==> src/rtl/draw_snake_if.sv <==
// Pixel-stream and game-control bundle for draw_snake.
// master: upstream/game side driving the stream; slave: the draw_snake stage.
interface draw_snake_if;
  logic [10:0] hcount_in;
  logic        hsync_in;
  logic        hblnk_in;
  logic [10:0] vcount_in;
  logic        vsync_in;
  logic        vblnk_in;
  logic [11:0] rgb_in;
  logic [1:0]  dir_in;
  logic        grow;

  logic [10:0] hcount_out;
  logic        hsync_out;
  logic        hblnk_out;
  logic [10:0] vcount_out;
  logic        vsync_out;
  logic        vblnk_out;
  logic [11:0] rgb_out;
  logic [4:0]  length;
  logic        collision;

  modport master (
    output hcount_in, hsync_in, hblnk_in, vcount_in, vsync_in, vblnk_in, rgb_in, dir_in, grow,
    input  hcount_out, hsync_out, hblnk_out, vcount_out, vsync_out, vblnk_out, rgb_out, length, collision
  );

  modport slave (
    input  hcount_in, hsync_in, hblnk_in, vcount_in, vsync_in, vblnk_in, rgb_in, dir_in, grow,
    output hcount_out, hsync_out, hblnk_out, vcount_out, vsync_out, vblnk_out, rgb_out, length, collision
  );
endinterface

==> src/rtl/draw_snake.sv <==
// draw_snake: snake game state on a 64x48 grid of 16x16 cells, composited
// over the background pixel stream with a fixed 2-cycle latency.
// Optional build macro SNAKE_GRID_EN: draws 12'h333 cell grid lines on
// non-snake, non-blank pixels.

// One segment comparator lane: does segment (seg_x,seg_y) sit on cell (x,y)?
module draw_snake_seg_hit (
  input  logic [5:0] seg_x,
  input  logic [5:0] seg_y,
  input  logic [5:0] x,
  input  logic [5:0] y,
  input  logic       en,
  output logic       hit
);
  assign hit = en && (seg_x == x) && (seg_y == y);
endmodule

module draw_snake #(
  parameter int          MAX_LEN     = 16,
  parameter int          STEP_FRAMES = 8,
  parameter logic [11:0] HEAD_RGB    = 12'h0F0,
  parameter logic [11:0] BODY_RGB    = 12'h080
) (
  input  logic       pclk,
  input  logic       rst,
  draw_snake_if.slave bus
);
  localparam int         FC_W    = (STEP_FRAMES > 1) ? $clog2(STEP_FRAMES) : 1;
  localparam logic [4:0] LEN_MAX = 5'(MAX_LEN);

  typedef enum logic [1:0] {IDLE, STEP, CHECK} state_t;

  state_t                        state;
  logic [MAX_LEN-1:0][5:0]       seg_x, seg_y;
  logic [4:0]                    len;
  logic [1:0]                    dir, dir_pending, dir_next;
  logic                          grow_pending, collided, step_req, vsync_q;
  logic [FC_W-1:0]               frame_cnt;
  logic [5:0]                    head_x_next, head_y_next;
  logic [5:0]                    cell_x, cell_y;
  logic [MAX_LEN-1:0]            pix_hit, self_hit;

  // stage-1 registers
  logic [10:0] s1_h, s1_v;
  logic        s1_hs, s1_hb, s1_vs, s1_vb, s1_blank, s1_head, s1_body;
  logic [11:0] s1_rgb;
`ifdef SNAKE_GRID_EN
  logic        s1_grid;
`endif

  assign cell_x = bus.hcount_in[9:4];
  assign cell_y = bus.vcount_in[9:4];

  // Per-segment lanes: pixel-vs-segment for rendering, head-vs-segment for self-collision.
  for (genvar i = 0; i < MAX_LEN; i++) begin : g_lane
    localparam logic [4:0] IDX = 5'(i);
    draw_snake_seg_hit u_pix (
      .seg_x(seg_x[i]), .seg_y(seg_y[i]), .x(cell_x), .y(cell_y),
      .en(IDX < len), .hit(pix_hit[i])
    );
    draw_snake_seg_hit u_self (
      .seg_x(seg_x[i]), .seg_y(seg_y[i]), .x(seg_x[0]), .y(seg_y[0]),
      .en((IDX != 5'd0) && (IDX < len)), .hit(self_hit[i])
    );
  end

  // Direction filter (reversals ignored) and next head cell with torus wrap.
  always_comb begin
    dir_next    = ((dir_pending ^ dir) == 2'd2) ? dir : dir_pending;
    head_x_next = seg_x[0];
    head_y_next = seg_y[0];
    case (dir_next)
      2'd0:    head_x_next = seg_x[0] + 6'd1;
      2'd1:    head_y_next = (seg_y[0] == 6'd47) ? 6'd0 : seg_y[0] + 6'd1;
      2'd2:    head_x_next = seg_x[0] - 6'd1;
      default: head_y_next = (seg_y[0] == 6'd0) ? 6'd47 : seg_y[0] - 6'd1;
    endcase
  end

  // Game state: frame tick, input capture and the IDLE/STEP/CHECK sequencer.
  always_ff @(posedge pclk or posedge rst) begin
    if (rst) begin
      state        <= IDLE;
      len          <= 5'd3;
      dir          <= 2'd0;
      dir_pending  <= 2'd0;
      grow_pending <= 1'b0;
      collided     <= 1'b0;
      step_req     <= 1'b0;
      vsync_q      <= 1'b0;
      frame_cnt    <= '0;
      for (int i = 0; i < MAX_LEN; i++) begin
        seg_x[i] <= (i < 3) ? 6'(32 - i) : 6'd30;
        seg_y[i] <= 6'd24;
      end
    end else begin
      vsync_q     <= bus.vsync_in;
      dir_pending <= bus.dir_in;
      step_req    <= 1'b0;
      if (bus.vsync_in && !vsync_q) begin
        if (frame_cnt == FC_W'(STEP_FRAMES - 1)) begin
          frame_cnt <= '0;
          step_req  <= 1'b1;
        end else begin
          frame_cnt <= frame_cnt + 1'b1;
        end
      end
      if (bus.grow) grow_pending <= 1'b1;
      case (state)
        IDLE: if (step_req && !collided) state <= STEP;
        STEP: begin
          for (int i = 1; i < MAX_LEN; i++) begin
            seg_x[i] <= seg_x[i-1];
            seg_y[i] <= seg_y[i-1];
          end
          seg_x[0] <= head_x_next;
          seg_y[0] <= head_y_next;
          dir      <= dir_next;
          if (grow_pending && (len < LEN_MAX)) len <= len + 5'd1;
          // a pulse landing on the STEP cycle is kept for the next step
          grow_pending <= bus.grow;
          state        <= CHECK;
        end
        CHECK: begin
          if (|self_hit) collided <= 1'b1;
          state <= IDLE;
        end
        default: state <= IDLE;
      endcase
    end
  end

  // Stage 1: register timing, background and per-pixel hit flags.
  always_ff @(posedge pclk or posedge rst) begin
    if (rst) begin
      s1_h <= '0; s1_v <= '0; s1_hs <= 1'b0; s1_hb <= 1'b0; s1_vs <= 1'b0; s1_vb <= 1'b0;
      s1_rgb <= '0; s1_blank <= 1'b0; s1_head <= 1'b0; s1_body <= 1'b0;
`ifdef SNAKE_GRID_EN
      s1_grid <= 1'b0;
`endif
    end else begin
      s1_h     <= bus.hcount_in;
      s1_v     <= bus.vcount_in;
      s1_hs    <= bus.hsync_in;
      s1_hb    <= bus.hblnk_in;
      s1_vs    <= bus.vsync_in;
      s1_vb    <= bus.vblnk_in;
      s1_rgb   <= bus.rgb_in;
      s1_blank <= bus.hblnk_in | bus.vblnk_in;
      s1_head  <= pix_hit[0];
      s1_body  <= |pix_hit[MAX_LEN-1:1];
`ifdef SNAKE_GRID_EN
      s1_grid  <= (bus.hcount_in[3:0] == 4'd0) || (bus.vcount_in[3:0] == 4'd0);
`endif
    end
  end

  // Stage 2: composite colour; head wins over body, blank forces black.
  always_ff @(posedge pclk or posedge rst) begin
    if (rst) begin
      bus.hcount_out <= '0; bus.vcount_out <= '0;
      bus.hsync_out  <= 1'b0; bus.hblnk_out <= 1'b0;
      bus.vsync_out  <= 1'b0; bus.vblnk_out <= 1'b0;
      bus.rgb_out    <= '0;
    end else begin
      bus.hcount_out <= s1_h;
      bus.vcount_out <= s1_v;
      bus.hsync_out  <= s1_hs;
      bus.hblnk_out  <= s1_hb;
      bus.vsync_out  <= s1_vs;
      bus.vblnk_out  <= s1_vb;
      if (s1_blank)     bus.rgb_out <= 12'h000;
      else if (s1_head) bus.rgb_out <= HEAD_RGB;
      else if (s1_body) bus.rgb_out <= BODY_RGB;
`ifdef SNAKE_GRID_EN
      else if (s1_grid) bus.rgb_out <= 12'h333;
`endif
      else              bus.rgb_out <= s1_rgb;
    end
  end

  assign bus.length    = len;
  assign bus.collision = collided;
endmodule

==> src/flat_wrapper.sv <==
// flat-port wrapper written by rule: the top's interface ports become plain ports
module draw_snake_flat 
#(
  parameter int          MAX_LEN     = 16,
  parameter int          STEP_FRAMES = 8,
  parameter logic [11:0] HEAD_RGB    = 12'h0F0,
  parameter logic [11:0] BODY_RGB    = 12'h080
)
  (pclk, rst, bus_hcount_in, bus_hsync_in, bus_hblnk_in, bus_vcount_in, bus_vsync_in, bus_vblnk_in, bus_rgb_in, bus_dir_in, bus_grow, bus_hcount_out, bus_hsync_out, bus_hblnk_out, bus_vcount_out, bus_vsync_out, bus_vblnk_out, bus_rgb_out, bus_length, bus_collision);
  draw_snake_if bus_i ();
  input  logic pclk;
  input  logic rst;
  input wire logic [$bits(bus_i.hcount_in)-1:0] bus_hcount_in;
  input wire logic [$bits(bus_i.hsync_in)-1:0] bus_hsync_in;
  input wire logic [$bits(bus_i.hblnk_in)-1:0] bus_hblnk_in;
  input wire logic [$bits(bus_i.vcount_in)-1:0] bus_vcount_in;
  input wire logic [$bits(bus_i.vsync_in)-1:0] bus_vsync_in;
  input wire logic [$bits(bus_i.vblnk_in)-1:0] bus_vblnk_in;
  input wire logic [$bits(bus_i.rgb_in)-1:0] bus_rgb_in;
  input wire logic [$bits(bus_i.dir_in)-1:0] bus_dir_in;
  input wire logic [$bits(bus_i.grow)-1:0] bus_grow;
  output wire logic [$bits(bus_i.hcount_out)-1:0] bus_hcount_out;
  output wire logic [$bits(bus_i.hsync_out)-1:0] bus_hsync_out;
  output wire logic [$bits(bus_i.hblnk_out)-1:0] bus_hblnk_out;
  output wire logic [$bits(bus_i.vcount_out)-1:0] bus_vcount_out;
  output wire logic [$bits(bus_i.vsync_out)-1:0] bus_vsync_out;
  output wire logic [$bits(bus_i.vblnk_out)-1:0] bus_vblnk_out;
  output wire logic [$bits(bus_i.rgb_out)-1:0] bus_rgb_out;
  output wire logic [$bits(bus_i.length)-1:0] bus_length;
  output wire logic [$bits(bus_i.collision)-1:0] bus_collision;
  assign bus_i.hcount_in = bus_hcount_in;
  assign bus_i.hsync_in = bus_hsync_in;
  assign bus_i.hblnk_in = bus_hblnk_in;
  assign bus_i.vcount_in = bus_vcount_in;
  assign bus_i.vsync_in = bus_vsync_in;
  assign bus_i.vblnk_in = bus_vblnk_in;
  assign bus_i.rgb_in = bus_rgb_in;
  assign bus_i.dir_in = bus_dir_in;
  assign bus_i.grow = bus_grow;
  assign bus_hcount_out = bus_i.hcount_out;
  assign bus_hsync_out = bus_i.hsync_out;
  assign bus_hblnk_out = bus_i.hblnk_out;
  assign bus_vcount_out = bus_i.vcount_out;
  assign bus_vsync_out = bus_i.vsync_out;
  assign bus_vblnk_out = bus_i.vblnk_out;
  assign bus_rgb_out = bus_i.rgb_out;
  assign bus_length = bus_i.length;
  assign bus_collision = bus_i.collision;
  draw_snake #(.MAX_LEN(MAX_LEN), .STEP_FRAMES(STEP_FRAMES), .HEAD_RGB(HEAD_RGB), .BODY_RGB(BODY_RGB)) u_core (.pclk(pclk), .rst(rst), .bus(bus_i));
endmodule
==> config.mk <==
export PLATFORM = sky130hd
export DESIGN_NAME = draw_snake_flat
export DESIGN_NICKNAME = d
export VERILOG_FILES = /design/src/rtl/draw_snake_if.sv /design/src/rtl/draw_snake.sv /design/src/flat_wrapper.sv
export SDC_FILE = /design/constraint.sdc
export NUM_CORES = 1
export LEC_CHECK = 0
export BUFFER_PORTS_ARGS = -buffer_cell sky130_fd_sc_hd__buf_2
export CORE_MARGIN = 1.5
export CORE_UTILIZATION = 30
export DETAILED_ROUTE_END_ITERATION = 10
export GPL_TIMING_DRIVEN = 0
export HOLD_SLACK_MARGIN = 0.02
export PLACE_DENSITY = 0.41
export SYNTH_ARGS = -nofsm -noshare
export SYNTH_HDL_FRONTEND = slang
export SYNTH_SLANG_ARGS = --single-unit
==> constraint.sdc <==
create_clock -name pclk -period 29.5 [get_ports pclk]
set_input_delay 5.9 -clock pclk [delete_from_list [all_inputs] [get_ports pclk]]
set_output_delay 5.9 -clock pclk [all_outputs]
set_load 0.1 [all_outputs]
==> reports/qor.yml <==
cts.repair.resized: 0
grt_pass1_wl_mm: 82.65
cp.required_ns: 29.97
die_area_um2: 51260
hold_viol: 0
grt_setup_unrepaired: "false"
placedCellCount: 2344
grt_max_degree: 124
finalCriticalPeriod_ns: 8.107
cts_buffer_depth: 3
initial_core_util_pct: 30.52
synth_top_area_share_pct: 32.09
ys_ff_latch: 288
core_area_um2: 49050
period_share_pct: 27.48
clk_pin_slew_ns: 0.06
multi_input_area_um2: 7092
peakVddDrop_v: 0.00003482
synth_cells: 1592
finClkSkew_ns: 0.02010
postRouteAntennaNets: 0
syn2layout_area_growth_pct: 17.01
wl_met2_mm: 26.28
r2r_slack_ns: 26.30
htree_levels: 2
wl_met3_mm: 3.400
seq_area_frac_synth_pct: 48.93
cts_tree: "yes"
syn_area_um2: 14970
syn-num-nets: 1642
leakage_nw: 8.451
met1_length_mm: 25.19
slew_violations: 0
critPathMaxFanout: 10
ff_latch_area_um2: 7327
setup_viol: 0
clock_sinks: 288
fillCellCount: 5088
num_antenna_cells: 0
p_per_area_nw_per_um2: 68.68
cp.arrival_ns: 8.58
ys.flop_type: "dfrtp_1"
min_path_cells: 0
drive_gt1_share_pct: 17.93
tns_ns: 0
wl_mm: 56.87
crit_type: "primary input to register"
instances_no_fill: 2410
rows: 81
timing.rr.end: "u_core.seg_x[76]$_DFFE_PP1P_"
cts_setup_buffers: 0
postCtsHoldBufs: 0
yosys_warnings: 0
gp_congestion: 0.8852
worst_slack_ns: 21.39
ys_top_cells_by_area: "dfrtp_1, dfstp_2, nand2_1, xnor2_1, xor2_1"
reg2reg_from: "u_core.state[1]$_DFFE_PP0P_"
endpoint_kind: "register"
top_layer_used: "met4"
worstHoldStart: "u_core.s1_hs$_DFF_PP0_"
die_h_um: 226.4
fmax_ghz: 0.1233
gr-total-overflow: 0
hp-class: "register to register"
cts_made_buffers: 36
root_buffer: "clkbuf_16"
dpl.hpwl_mm: 38.91
drc: 0
portBuffers: 86
clock_latency_ns: 0.57
outcome: "finished, final reports clean"
io_pins: 87
cp-start-kind: "primary input"
first_pass_iters: 5
routed_via_density: 4.871
syn_area_per_cell_um2: 9.405
netlist-cell-type-count: 53
worstMarginPinSlew_ns: 1.269
synth_edf_count: 0
gr-usage-all-layers_pct: 22.65
layout.nets: 1768
r2r_cells: 7
hold_path_end: "u_core.bus.hsync_out$_DFF_PP0_"
grt_pass1_vias: 11560
place_ws_ns: 20.79
max_cap_violations: 0
drt_iter0_drc: 910
vias: 11740
slew_headroom_pct: 15.43
async_flop_share_pct: 100.0
wl_per_cell_um: 23.60
antenna_found_initial: 0
die_width_um: 226.4
synth.largest_area_cell: "dfrtp_1"
## cell type report
cell class | count | area share [%]
sequential | 288 | 41.82
timing repair buffer | 88 | 2.771
inverter | 6 | 0.1714
tap | 664 | 4.742
multi-input combinational | 1192 | 40.48
clock inverter | 11 | 0.9784
clock buffer | 55 | 6.006
buffer | 106 | 3.035
## cell usage after synthesis, drive strengths merged, types with 2 or more instances
cell type and number:
nand2 556, xnor2 216, dfrtp 192, xor2 170, dfstp 96, buf 66, nand4 65, nor4 59
clkbuf 40, nor2 20, a21oi 15, o21ai 10, and2 9, nor3 9, ha 7, a31oi 6
a41oi 6, inv 6, nand3 6, nand2b 4, or2 3, or3 3, or4 3, a21o 2
a41o 2, mux2 2, nor2b 2, o2111ai 2
## placed cells by master (no fill, tap or decap), types with 4 or more instances in the layout
cell       instances
nand3_1            6
xnor2_1          216
buf_2            130
clkbuf_1          51
buf_4             15
nand4_1           65
inv_1              4
xor2_1           169
nor3_1             8
nor2_1            20
dfstp_2           96
nand2b_1           4
nor4_1            59
clkbuf_16         36
buf_1              4
dfrtp_1          192
and2_1             9
a21oi_1           15
ha_1               7
clkbuf_8           8
nand2_1          556
o21ai_0            7
a41oi_1            6
a31oi_1            6
## sequential cells by signal, summed over array words and instances (netlist names), 2 cells and up
register and flops:
u_core.bus.hcount_out 11, u_core.bus.length 5, u_core.bus.rgb_out 12, u_core.bus.vcount_out 11, u_core.dir 2, u_core.dir_pending 2
u_core.frame_cnt 3, u_core.s1_h 11, u_core.s1_rgb 12, u_core.s1_v 11, u_core.seg_x 96, u_core.seg_y 96
u_core.state 2
## per-layer routing
| layer | global-route usage (%) | up-vias |
|---|---|---|
| met5 | 0 | - |
| met4 | 8.366 | 0 |
| met3 | 3.615 | 101 |
| met2 | 36.27 | 386 |
| met1 | 30.74 | 5875 |
| li1 | - | 5377 |
## through the flow
stage                     hold slack (ns)  utilization (%)  cell area, um2   power, W
final                              0.3357            35.72           17520   0.001203
after detailed placement           0.3347            33.22           16300  0.0007467
after floorplan                    0.3312                -           14970  0.0006457
after CTS                          0.3283            35.72           17520   0.001213
after global routing               0.3505            35.72           17520   0.001253
after global placement             0.3317            33.10           16230  0.0007436
## worst max-delay path by stage
| stage | from | to | slack, ns | cells past startpoint |
|---|---|---|---|---|
| after detailed placement | bus_hcount_in[4] | u_core.s1_body$_DFF_PP0_ | 20.79 | 8 |
| after global placement | rst | u_core.seg_y[31]$_DFFE_PP0P_ | 11.99 | 2 |
| after floorplan | rst | u_core.bus.collision$_DFFE_PP0P_ | 15.81 | 1 |
| after global routing | bus_hcount_in[5] | u_core.s1_body$_DFF_PP0_ | 21.39 | 8 |
| final | bus_hcount_in[5] | u_core.s1_body$_DFF_PP0_ | 21.39 | 8 |
| after CTS | bus_hcount_in[4] | u_core.s1_body$_DFF_PP0_ | 21.37 | 8 |
## cell families after synthesis
group                    share of synthesized area [%]
flip-flops                                       48.93
adder cells (fa/ha/maj)                         0.5849
AND/OR/NAND/NOR                                  21.43
multiplexers                                    0.3008
buffers and inverters                            3.702
AO/OA/AOI/OAI                                    2.423
XOR/XNOR                                         22.63
## worst max-delay path, cell delays in order
cell and delay [ns]:
buf_2 0.09, buf_2 0.36, buf_2 0.58, xnor2_1 0.21
nand4_1 0.13, nor4_1 0.89, a41oi_1 0.15, nand4_1 0.26
## power breakdown
group	switching [W]	internal, W	total (W)
clock network	0.000184	0.000275	0.000459
logic	0.000214	0.000105	0.000319
registers	0.0000125	0.000413	0.000426
Note: power is estimated with default switching activity, not from simulation.
